## config.mk

```make
export PLATFORM = sky130hd
export DESIGN_NAME = dmem_arbiter
export DESIGN_NICKNAME = d
export VERILOG_FILES = /design/src/rtl/dmem_arbiter.sv
export SDC_FILE = /design/constraint.sdc
export NUM_CORES = 1
export LEC_CHECK = 0
export BUFFER_PORTS_ARGS = -buffer_cell sky130_fd_sc_hd__buf_2
export CAP_MARGIN = 20
export CORE_AREA = 5 5 186 98
export CTS_BUF_LIST = sky130_fd_sc_hd__clkbuf_8
export DETAILED_ROUTE_END_ITERATION = 7
export DIE_AREA = 0 0 191 103
export PLACE_DENSITY = 0.68
export SYNTH_ARGS = -nofsm -noshare
export SYNTH_HDL_FRONTEND = slang
export SYNTH_SLANG_ARGS = --single-unit
```

## constraint.sdc

```tcl
create_clock -name clk_i -period 4.9 [get_ports clk_i]
set_input_delay 0.98 -clock clk_i [delete_from_list [all_inputs] [get_ports clk_i]]
set_output_delay 0.98 -clock clk_i [all_outputs]
set_load 0.02 [all_outputs]
```

## src/rtl/dmem_arbiter.sv

```systemverilog
// dmem_arbiter: two requesters share one word-wide data memory through an IDLE/ACCESS/RESP FSM.
// Optional macro DMEM_ARB_FIXED_PRIO_EN: port 0 always wins ties (default build: round-robin).
module dmem_arbiter #(
   parameter int unsigned LAT       = 2,
   parameter int unsigned MEM_BYTES = 32
) (
   input  logic        clk_i,
   input  logic        rst_i,
   input  logic        m0_req_i,
   input  logic        m0_we_i,
   input  logic [31:0] m0_addr_i,
   input  logic [31:0] m0_wdata_i,
   output logic        m0_ack_o,
   output logic [31:0] m0_rdata_o,
   output logic        m0_err_o,
   input  logic        m1_req_i,
   input  logic        m1_we_i,
   input  logic [31:0] m1_addr_i,
   input  logic [31:0] m1_wdata_i,
   output logic        m1_ack_o,
   output logic [31:0] m1_rdata_o,
   output logic        m1_err_o,
   output logic [31:0] mem_addr_o,
   output logic [31:0] mem_wdata_o,
   output logic        mem_write_o,
   output logic        mem_read_o,
   input  logic [31:0] mem_rdata_i,
   output logic        busy_o
);

   localparam logic [3:0]  LAST_BEAT = 4'(LAT - 1);
   localparam logic [31:0] MAX_ADDR  = 32'(MEM_BYTES - 4);

   typedef enum logic [1:0] {
      IDLE,
      ACCESS,
      RESP
   } state_t;

   state_t      state_q;
   state_t      state_d;
   logic [3:0]  cnt_q;
   logic        gnt_q;
   logic        we_q;
   logic        bad_q;
   logic [31:0] addr_q;
   logic [31:0] wdata_q;
   logic [31:0] rdata0_q;
   logic [31:0] rdata1_q;
   logic        ack0_q;
   logic        ack1_q;
   logic        err0_q;
   logic        err1_q;

   logic        any_req;
   logic        pick;
   logic        sel_we;
   logic [31:0] sel_addr;
   logic [31:0] sel_wdata;
   logic        sel_bad;
   logic        last_beat;

   assign any_req = m0_req_i | m1_req_i;

`ifdef DMEM_ARB_FIXED_PRIO_EN
   assign pick = ~m0_req_i;
`else
   // last_q remembers the port that completed most recently; it loses the next tie.
   logic last_q;

   assign pick = (m0_req_i && m1_req_i) ? ~last_q : m1_req_i;

   always_ff @(posedge clk_i) begin
      if (!rst_i) begin
         last_q <= 1'b1;
      end else if (state_q == RESP) begin
         last_q <= gnt_q;
      end
   end
`endif

   assign sel_we    = pick ? m1_we_i    : m0_we_i;
   assign sel_addr  = pick ? m1_addr_i  : m0_addr_i;
   assign sel_wdata = pick ? m1_wdata_i : m0_wdata_i;
   assign sel_bad   = (sel_addr[1:0] != 2'b00) || (sel_addr > MAX_ADDR);
   assign last_beat = (cnt_q == LAST_BEAT);

   // NOTE: sequential state uses non-blocking assignments so every register samples pre-edge values.
   always_ff @(posedge clk_i) begin
      if (!rst_i) begin
         state_q <= IDLE;
      end else begin
         state_q <= state_d;
      end
   end

   // NOTE: every output of this block gets a default first, so no path can infer a latch.
   always_comb begin
      state_d     = state_q;
      busy_o      = 1'b1;
      mem_write_o = 1'b0;
      mem_read_o  = 1'b0;
      case (state_q)
         IDLE: begin
            busy_o = 1'b0;
            if (any_req) begin
               state_d = sel_bad ? RESP : ACCESS;
            end
         end
         ACCESS: begin
            mem_write_o = we_q && (cnt_q == 4'd0);
            mem_read_o  = !we_q;
            if (last_beat) begin
               state_d = RESP;
            end
         end
         RESP: begin
            state_d = IDLE;
         end
         default: begin
            state_d = IDLE;
         end
      endcase
   end

   // Datapath: operand latch, beat counter, read capture and the registered ack/err pulses.
   always_ff @(posedge clk_i) begin
      if (!rst_i) begin
         cnt_q    <= 4'd0;
         gnt_q    <= 1'b0;
         we_q     <= 1'b0;
         bad_q    <= 1'b0;
         addr_q   <= 32'h0;
         wdata_q  <= 32'h0;
         rdata0_q <= 32'h0;
         rdata1_q <= 32'h0;
         ack0_q   <= 1'b0;
         ack1_q   <= 1'b0;
         err0_q   <= 1'b0;
         err1_q   <= 1'b0;
      end else begin
         ack0_q <= 1'b0;
         ack1_q <= 1'b0;
         err0_q <= 1'b0;
         err1_q <= 1'b0;
         case (state_q)
            IDLE: begin
               if (any_req) begin
                  gnt_q   <= pick;
                  we_q    <= sel_we;
                  addr_q  <= sel_addr;
                  wdata_q <= sel_wdata;
                  bad_q   <= sel_bad;
                  cnt_q   <= 4'd0;
               end
            end
            ACCESS: begin
               if (last_beat) begin
                  cnt_q <= 4'd0;
                  if (!we_q) begin
                     if (gnt_q) begin
                        rdata1_q <= mem_rdata_i;
                     end else begin
                        rdata0_q <= mem_rdata_i;
                     end
                  end
               end else begin
                  cnt_q <= cnt_q + 4'd1;
               end
            end
            RESP: begin
               // The pulse is registered, so it appears in the cycle after RESP.
               if (gnt_q) begin
                  ack1_q <= 1'b1;
                  err1_q <= bad_q;
               end else begin
                  ack0_q <= 1'b1;
                  err0_q <= bad_q;
               end
            end
            default: begin
               cnt_q <= 4'd0;
            end
         endcase
      end
   end

   assign m0_ack_o    = ack0_q;
   assign m1_ack_o    = ack1_q;
   assign m0_err_o    = err0_q;
   assign m1_err_o    = err1_q;
   assign m0_rdata_o  = rdata0_q;
   assign m1_rdata_o  = rdata1_q;
   assign mem_addr_o  = addr_q;
   assign mem_wdata_o = wdata_q;

endmodule

```

==> summary.txt, run 1 <==
Synth Area in Simple Gates: 17.4%
Final Hold Viols: 0
Type of origin of the critical path: flop
Syn Nets: 825
Layout Skew: 0.00965 ns
TritonCTS buffer count: 17
R2R depth: 5
Critical path, cell by cell: nand2b_1, nor4_1, buf_2
Synth Flop Type: dfxtp_1
Worst skew pair latency: 0.42 ns
Core footprint: 0.0167 mm2
GRT overflow: 0
Vias: 5675
CP max FO: 6
Vias in the first global route: 5409
Post-synthesis compound-gate area fraction: 20.0%
Post-Synth Adder-Cell Area: 0.610%
Library cells used by synthesis: 42
Synth area leaders: dfxtp_1, nand2_1, mux2i_1, o211a_1, a21boi_0
Routed wire length: 19.0 mm
P_leak: 4.24 nW
Synth Area in XOR/XNOR: 0%
Detail Placement HPWL: 14.2 mm
Hold WC Path Type: reg -> reg
Global-route wire length before repair: 29.0 mm
Arrival time worst endpoint: 1.57 ns
Crit path buffers/inverters: 1
Largest family of logic cells by synthesized area: compound AO/OA/AOI/OAI gates
Pins over their slew limit: 0
Synth Instances: 656
Sequential share of the synthesized area: 46.2%
CP Class: reg -> out
Initial antenna violation count: 1
Synthesized area: 0.00615 mm2
FF-to-FF setup slack: 2.81 ns
Hold Crit Start: m0_rdata_o[27]$_SDFFE_PN0P_
Total Routing Usage GR: 18.6%
RSZ-0062 raised after global routing: no
Peak VDD IR: 0.179 mV
WHS Endpoint: m0_rdata_o[27]$_SDFFE_PN0P_
Final Util: 48.8%
Pwr Density: 329 mW/mm2
Worst Setup End Kind: output port
Pre-CTS setup slack: 2.06 ns
Worst-margin pin slew: 0.874 ns
Setup TNS: 0 ns
DRT antenna net count: 0
DIE HEIGHT: 103 um
Layout area overhead: 32.7%
Starting density of the core: 36.8%
Worst setup margin: 2.35 ns
Yosys top cell by area: dfxtp_1
MaxCap Viol Count: 0
Drt drc: 0
Routed WL per cell: 16.1 um
Worst Path Required: 3.92 ns
Largest net degree at the start of global routing: 89
Net count, final: 1101
Pre-Repair DR Iteration Count: 5
Slowest cell on the critical path: dfxtp_1
Number of synthesized flops with an enable pin: 0
FMAX: 392 MHz
RR Startpoint: last_q$_SDFFE_PN1N_
Yosys Warn Count: 0
CTS H-tree depth: 4
RD Place Congestion: 0.849
Rel. slew slack: 41.8%
Hold_buf cts: 0
Post-CTS Resized: 0
Mux cell area share after synthesis: 10.9%
Top-count cell post-synth: nand2_1
Run status: finished, final reports clean
Post-synth top area share: 46.2%
Synth cell count leaders: nand2_1, dfxtp_1, mux2i_1, o211a_1, a21boi_0
1st-iter DRT viols: 245
Family with the most delay on the worst path: simple AND/OR/NAND/NOR gates
FP Rows: 34
Worst Hold Path Cells: 2
# IOs: 301
Max incr delay on CP: 0.37 ns
Port Buf Inserts: 300
Post-synth ARST share: 0%
Number of setup buffers added after CTS: 0
Vias per inst: 4.82
Clock root cell: clkbuf_8
Share of post-route cells with drive strength above 1: 36.9%
ANT cells: 0
Tcrit/Tclk final: 52.0%
Fillers: 1630
Clock Path Buffers: 2
Min Tclk post-route: 2.55 ns
Synth Register Bits: 142
Syn avg cell area: 9.38 um2
TritonCTS Sinks: 142
Die extent in x: 191 um
CTS clock-pin slew for the worst setup and hold paths: 0.07 ns
CTS tree: done
RR Endpoint: mem_wdata_o[3]$_SDFFE_PN0P_
Final setup vio count: 0
Die area: 0.0197 mm2
==> power by group <==
group / internal, W / leakage [nW] / switching (W)
Combinational: 0.000178 / 2.85 / 0.000238
Sequential: 0.00121 / 1.16 / 0.0000320
Clock: 0.000576 / 0.222 / 0.000448
==> registers in the layout (all words and copies together) (netlist names) <==
register and count:
bad_q 1, cnt_q 4, gnt_q 1, last_q 1, m0_ack_o 1, m0_err_o 1, m0_rdata_o 32, m1_ack_o 1
m1_err_o 1, m1_rdata_o 32, mem_addr_o 32, mem_wdata_o 32, state_q 2, we_q 1
==> worst max-delay path by stage <==
| stage | startpoint | to | slack [ns] | cells after the start |
|---|---|---|---|---|
| floorplan | state_q[1]$_SDFFE_PN0P_ | mem_write_o | 2.67 | 2 |
| global placement | m0_req_i | mem_wdata_o[22]$_SDFFE_PN0P_ | 2.11 | 6 |
| detailed placement | m0_req_i | mem_wdata_o[24]$_SDFFE_PN0P_ | 2.06 | 6 |
| CTS | state_q[1]$_SDFFE_PN0P_ | mem_write_o | 2.27 | 3 |
| global route | state_q[1]$_SDFFE_PN0P_ | mem_write_o | 2.15 | 3 |
| finish | state_q[1]$_SDFFE_PN0P_ | mem_write_o | 2.35 | 3 |
==> stage by stage <==
| stage | hold slack (ns) | instances | power, W | area [um2] |
|---|---|---|---|---|
| final | 0.456 | 1178 | 0.00268 | 8160 |
| after global routing | 0.482 | 1178 | 0.00281 | 8160 |
| after CTS | 0.458 | 1178 | 0.00272 | 8160 |
| after detailed placement | 0.446 | 1147 | 0.00169 | 7730 |
| after global placement | 0.441 | 1147 | 0.00169 | 7730 |
| after floorplan | 0.439 | 656 | 0.00152 | 6150 |
==> per-layer routing <==
layer	global-route usage (%)	vias to the layer above	wire length [um]
li1	-	2834	-
met4	4.63	2	145
met1	26.7	2649	9240
met3	4.80	13	1230
met5	0	-	13
met2	28.2	177	8340
==> cell usage in the layout (no fill, tap or decap), types with 2 or more instances in the layout <==
cell / n
nand3b_1: 2
bufinv_16: 4
a31oi_1: 2
clkinv_4: 2
inv_1: 5
nand4_1: 2
nor4_1: 13
nand2_1: 198
buf_2: 299
nor3_1: 5
nor2_1: 4
mux2i_1: 67
a21boi_0: 55
clkbuf_8: 19
buf_4: 9
o211a_1: 65
o21ai_0: 3
clkinv_2: 4
a21boi_1: 10
dfxtp_1: 142
ha_1: 3
nand3_1: 3
nor3b_4: 2
and2_1: 2
nor2b_1: 3
==> area by class of cell <==
cell class	count	area (um2)	area share, %
multi-input combinational	459	3020	37.0
sequential	142	2840	34.8
timing repair buffer	308	1560	19.2
tap	234	293	3.59
clock buffer	19	262	3.20
clock inverter	12	169	2.07
inverter	4	15.0	0.184
==> kinds of logic (layout without fill, tap and decap cells) <==
family | after synthesis | after routing
compound gates | 143 | 143
fa+ha+maj | 3 | 3
buf+inv | 55 | 343
flops | 142 | 142
mux | 67 | 67
simple gates | 246 | 246
==> tightest hold or removal path: cells and delay by family (launching register included) <==
family           cells  cell delay (ns)
AND/OR/NAND/NOR      1             0.05
flip-flops           1             0.31
AO/OA/AOI/OAI        1             0.05
Power figures use the tool's default switching activity.
==> inputs of run 2 (changes only) <==
Settings changed: ABC_AREA set to 1, CORE_AREA 5 5 186 98 to 5 5 182 96, DIE_AREA 0 0 191 103 to 0 0 187 101.
Clock period 4.9 ns to 2.5 ns, I/O delays scaled along.
==> run 2 against run 1 <==
  * Clock skew is 0.014 ns higher
  * Sequential share of layout area is 1.1 points higher
  * Non-clock buffer count is 5 higher
  * Critical endpoint unchanged
  * Highest routed layer is now met4
  * Critical path depth is 2 higher
  * Power is 99% higher
  * Critical path type unchanged
  * Via count is 7.6% higher
==> summary.txt, run 2 <==
Psw: 0.00155 W (+120%)
Pwr Density: 676 mW/mm2 (+110%)
Synth Flop Type: dfxtp_1
Critical path, cell by cell: inv_1, ha_1, nand3_1, nor2_1, buf_2
FMAX: 528 MHz
Reg area: 0.00284 mm2 (unchanged)
Min Tclk post-route: 1.89 ns
Core footprint: 0.0159 mm2 (-5.2%)
Max incr delay on CP: 0.40 ns (+0.03 ns)
CP max FO: 4 (-2)
P_leak: 3.93 nW (-7.3%)
Commonest non-fill, non-tap cells in the layout: buf_2, nand2_1, nor2_1
Cell Int Power: 0.00380 W (+93%)
Post-synth top area share: 48.4% (+2.2 points)
Worst Hold Path Cells: 3 (+1)
Final Hold Viols: 0 (unchanged)
Number of setup buffers added after CTS: 0 (unchanged)
Syn Nets: 962 (+17%)
Peak VDD IR: 0.319 mV (+78%)
Sw frac: 29.0% (+2.2 points)
Post-CTS Resized: 0 (unchanged)
Synth Area in Simple Gates: 24.4% (+7.0 points)
Drt drc: 0 (unchanged)
TritonCTS buffer count: 17 (unchanged)
RR Endpoint: bad_q$_SDFFE_PN0P_
Vias in the first global route: 5780 (+6.9%)
Post-synthesis compound-gate area fraction: 18.7% (-1.3 points)
Number of synthesized flops with an enable pin: 0 (unchanged)
Net count, final: 1238 (+12%)
R2R depth: 11 (+6)
Global-route wire length before repair: 29.8 mm (+2.7%)
RD Place Congestion: 0.829 (-2.4%)
Die area: 0.0189 mm2 (-4.0%)
Pins over their slew limit: 0 (unchanged)
ANT cells: 0 (unchanged)
Synth area leaders: dfxtp_1, o21ai_0, nand2_1, nor2_1, a31oi_1
Synth Register Bits: 142 (unchanged)
Rel. slew slack: 58.1% (+16 points)
DRT antenna net count: 0 (unchanged)
Pre-CTS setup slack: 0.468 ns (-1.59 ns)
Run status: finished, final reports clean
Post-synth ARST share: 0% (unchanged)
CTS H-tree depth: 4 (unchanged)
Total Routing Usage GR: 19.4% (+0.75 points)
Fillers: 1623 (-0.43%)
Crit. Startpoint: cnt_q[0]$_SDFFE_PN0P_
Share of post-route cells with drive strength above 1: 32.9% (-4.0 points)
Clock Path Buffers: 2 (unchanged)
Clock share of power: 38.7% (+0.6 points)
Setup TNS: 0 ns (unchanged)
Area taken by multi-input logic gates: 0.00258 mm2 (-15%)
Top-count cell post-synth: nand2_1
Hold Crit Start: m1_wdata_i[11]
Final setup vio count: 0 (unchanged)
Routed WL per cell: 14.7 um (-8.6%)
Hold WC Path Type: in -> reg
Detail Placement HPWL: 14.3 mm (+0.19%)
Vias: 6106 (+7.6%)
Mux cell area share after synthesis: 0% (-11 points)
WHS Endpoint: mem_wdata_o[11]$_SDFFE_PN0P_
GRT overflow: 0 (unchanged)
Hold slack: 0.319 ns (-0.137 ns)
Yosys top cell by area: dfxtp_1
Crit path buffers/inverters: 2 (+1)
MaxCap Viol Count: 0 (unchanged)
Comb pwr share: 15.7% (+0.2 points)
1st-iter DRT viols: 279 (+14%)
Largest family of logic cells by synthesized area: simple AND/OR/NAND/NOR gates
Layout area overhead: 34.9%
CP Class: reg -> out
FP Rows: 33 (-2.9%)
Worst-margin pin slew: 0.628 ns (-0.246 ns)
Vias per inst: 4.73 (-1.9%)
Die extent in x: 187 um (-2.1%)
Hold_buf cts: 0 (unchanged)
Worst setup margin: 0.607 ns (-1.74 ns)
Port Buf Inserts: 300 (unchanged)
Sequential share of power: 45.6% (-0.7 points)
Pre-Repair DR Iteration Count: 4 (-1)
RSZ-0062 raised after global routing: no
Layout Skew: 0.0241 ns (+0.0144 ns)
FF-to-FF setup slack: 0.71 ns (-2.10 ns)
Initial antenna violation count: 0 (-1)
Largest net degree at the start of global routing: 50 (-44%)
Synth cell count leaders: nand2_1, nor2_1, dfxtp_1, o21ai_0, a31oi_1
Worst skew pair latency: 0.44 ns (+0.02 ns)
Library cells used by synthesis: 26 (-38%)
Family with the most delay on the worst path: flip-flops
Clock root cell: clkbuf_8
Synth Area in XOR/XNOR: 0.149% (+0.15 points)
Commonest non-fill, non-tap cell in the layout: buf_2
CTS tree: done
Routed wire length: 19.0 mm (+0.20%)
Synth Instances: 793 (+21%)
RR Startpoint: last_q$_SDFFE_PN1N_
Starting density of the core: 37.0% (+0.22 points)
Arrival time worst endpoint: 1.39 ns (-0.18 ns)
Syn avg cell area: 7.40 um2 (-21%)
TritonCTS Sinks: 142 (unchanged)
Worst Path Required: 2.00 ns (-1.92 ns)
Worst Setup End Kind: output port
CTS clock-pin slew for the worst setup and hold paths: 0.10 ns (+0.03 ns)
Tcrit/Tclk final: 75.7%
Sequential share of the synthesized area: 48.4% (+2.2 points)
Final Util: 49.9% (+1.1 points)
# IOs: 301 (unchanged)
Type of origin of the critical path: flop
Post-Synth Adder-Cell Area: 0.640% (+0.029 points)
Yosys Warn Count: 0 (unchanged)
Slowest cell on the critical path: dfxtp_1
Synthesized area: 0.00587 mm2 (-4.6%)
DIE HEIGHT: 101 um (-1.9%)
-- run 2: changes by cell type after synthesis, sizes merged, moves of 18 or more --
cell / change
o21ai: +133
nand3b: +18
mux2i: -67
a31oi: +41
o211a: -65
a21oi: +25
nand2: -46
inv: +37
a21boi: -66
nor2: +146
-- run 2: area by class of cell --
cell class / count / share of cell area (%)
clock inverters: 15 / 2.64
multi-input cells: 554 / 32.5
repair buffers: 313 / 20.7
clock buffers: 17 / 2.95
inverters: 41 / 1.94
well taps: 210 / 3.32
flip-flops and latches: 142 / 35.9
-- run 2: power groups by stage --
stage / registers, W / clock network, W / logic, W
2_1_floorplan: 0.00262 / 0 / 0.000366
3_3_place_gp: 0.00249 / 0 / 0.000845
3_5_place_dp: 0.00249 / 0 / 0.000848
4_1_cts: 0.00244 / 0.00213 / 0.000851
5_1_grt: 0.00245 / 0.00222 / 0.000937
6_report: 0.00244 / 0.00207 / 0.000842
-- run 2: worst register-to-register path, cell delays in order, from the launching register on --
cell and delay [ns]:
dfxtp_1 0.40, nand2_4 0.23, nand2_8 0.27, nand2_1 0.08
nand2_1 0.09, nand2_1 0.06, nor2_1 0.11, nand2_1 0.11
nor2_2 0.13, nand3_2 0.10, nand3_1 0.07, inv_1 0.05
-- run 2: per-layer routing --
layer / track usage [%] / part of all wire (%) / up-vias
li1: - / - / 3160
met2: 30.2 / 43 / 234
met1: 26.4 / 48 / 2703
met3: 6.44 / 8.5 / 9
met4: 4.20 / 0.74 / 0
met5: 0 / 0 / -
-- run 2: per-stage QoR --
step / power (W) / cell area, um2 / cells
floorplan: 0.00299 / 5870 / 793
global placement: 0.00333 / 7480 / 1260
detailed placement: 0.00334 / 7480 / 1260
CTS: 0.00542 / 7920 / 1292
global route: 0.00561 / 7920 / 1292
finish: 0.00535 / 7920 / 1292
-- run 2: kinds of logic after synthesis --
kind of cell,after synthesis
AO/OA/AOI/OAI,206
XOR/XNOR,1
adder cells (fa/ha/maj),3
buffers and inverters,97
flip-flops,142
AND/OR/NAND/NOR,344
-- run 2: worst max path at each step --
stage	endpoint	slack (ns)	depth (start not counted)
final	mem_write_o	0.61	5
after global routing	mem_write_o	0.50	5
after CTS	mem_write_o	0.57	5
after detailed placement	bad_q$_SDFFE_PN0P_	0.47	11
after global placement	bad_q$_SDFFE_PN0P_	0.48	11
after floorplan	bad_q$_SDFFE_PN0P_	0.96	11
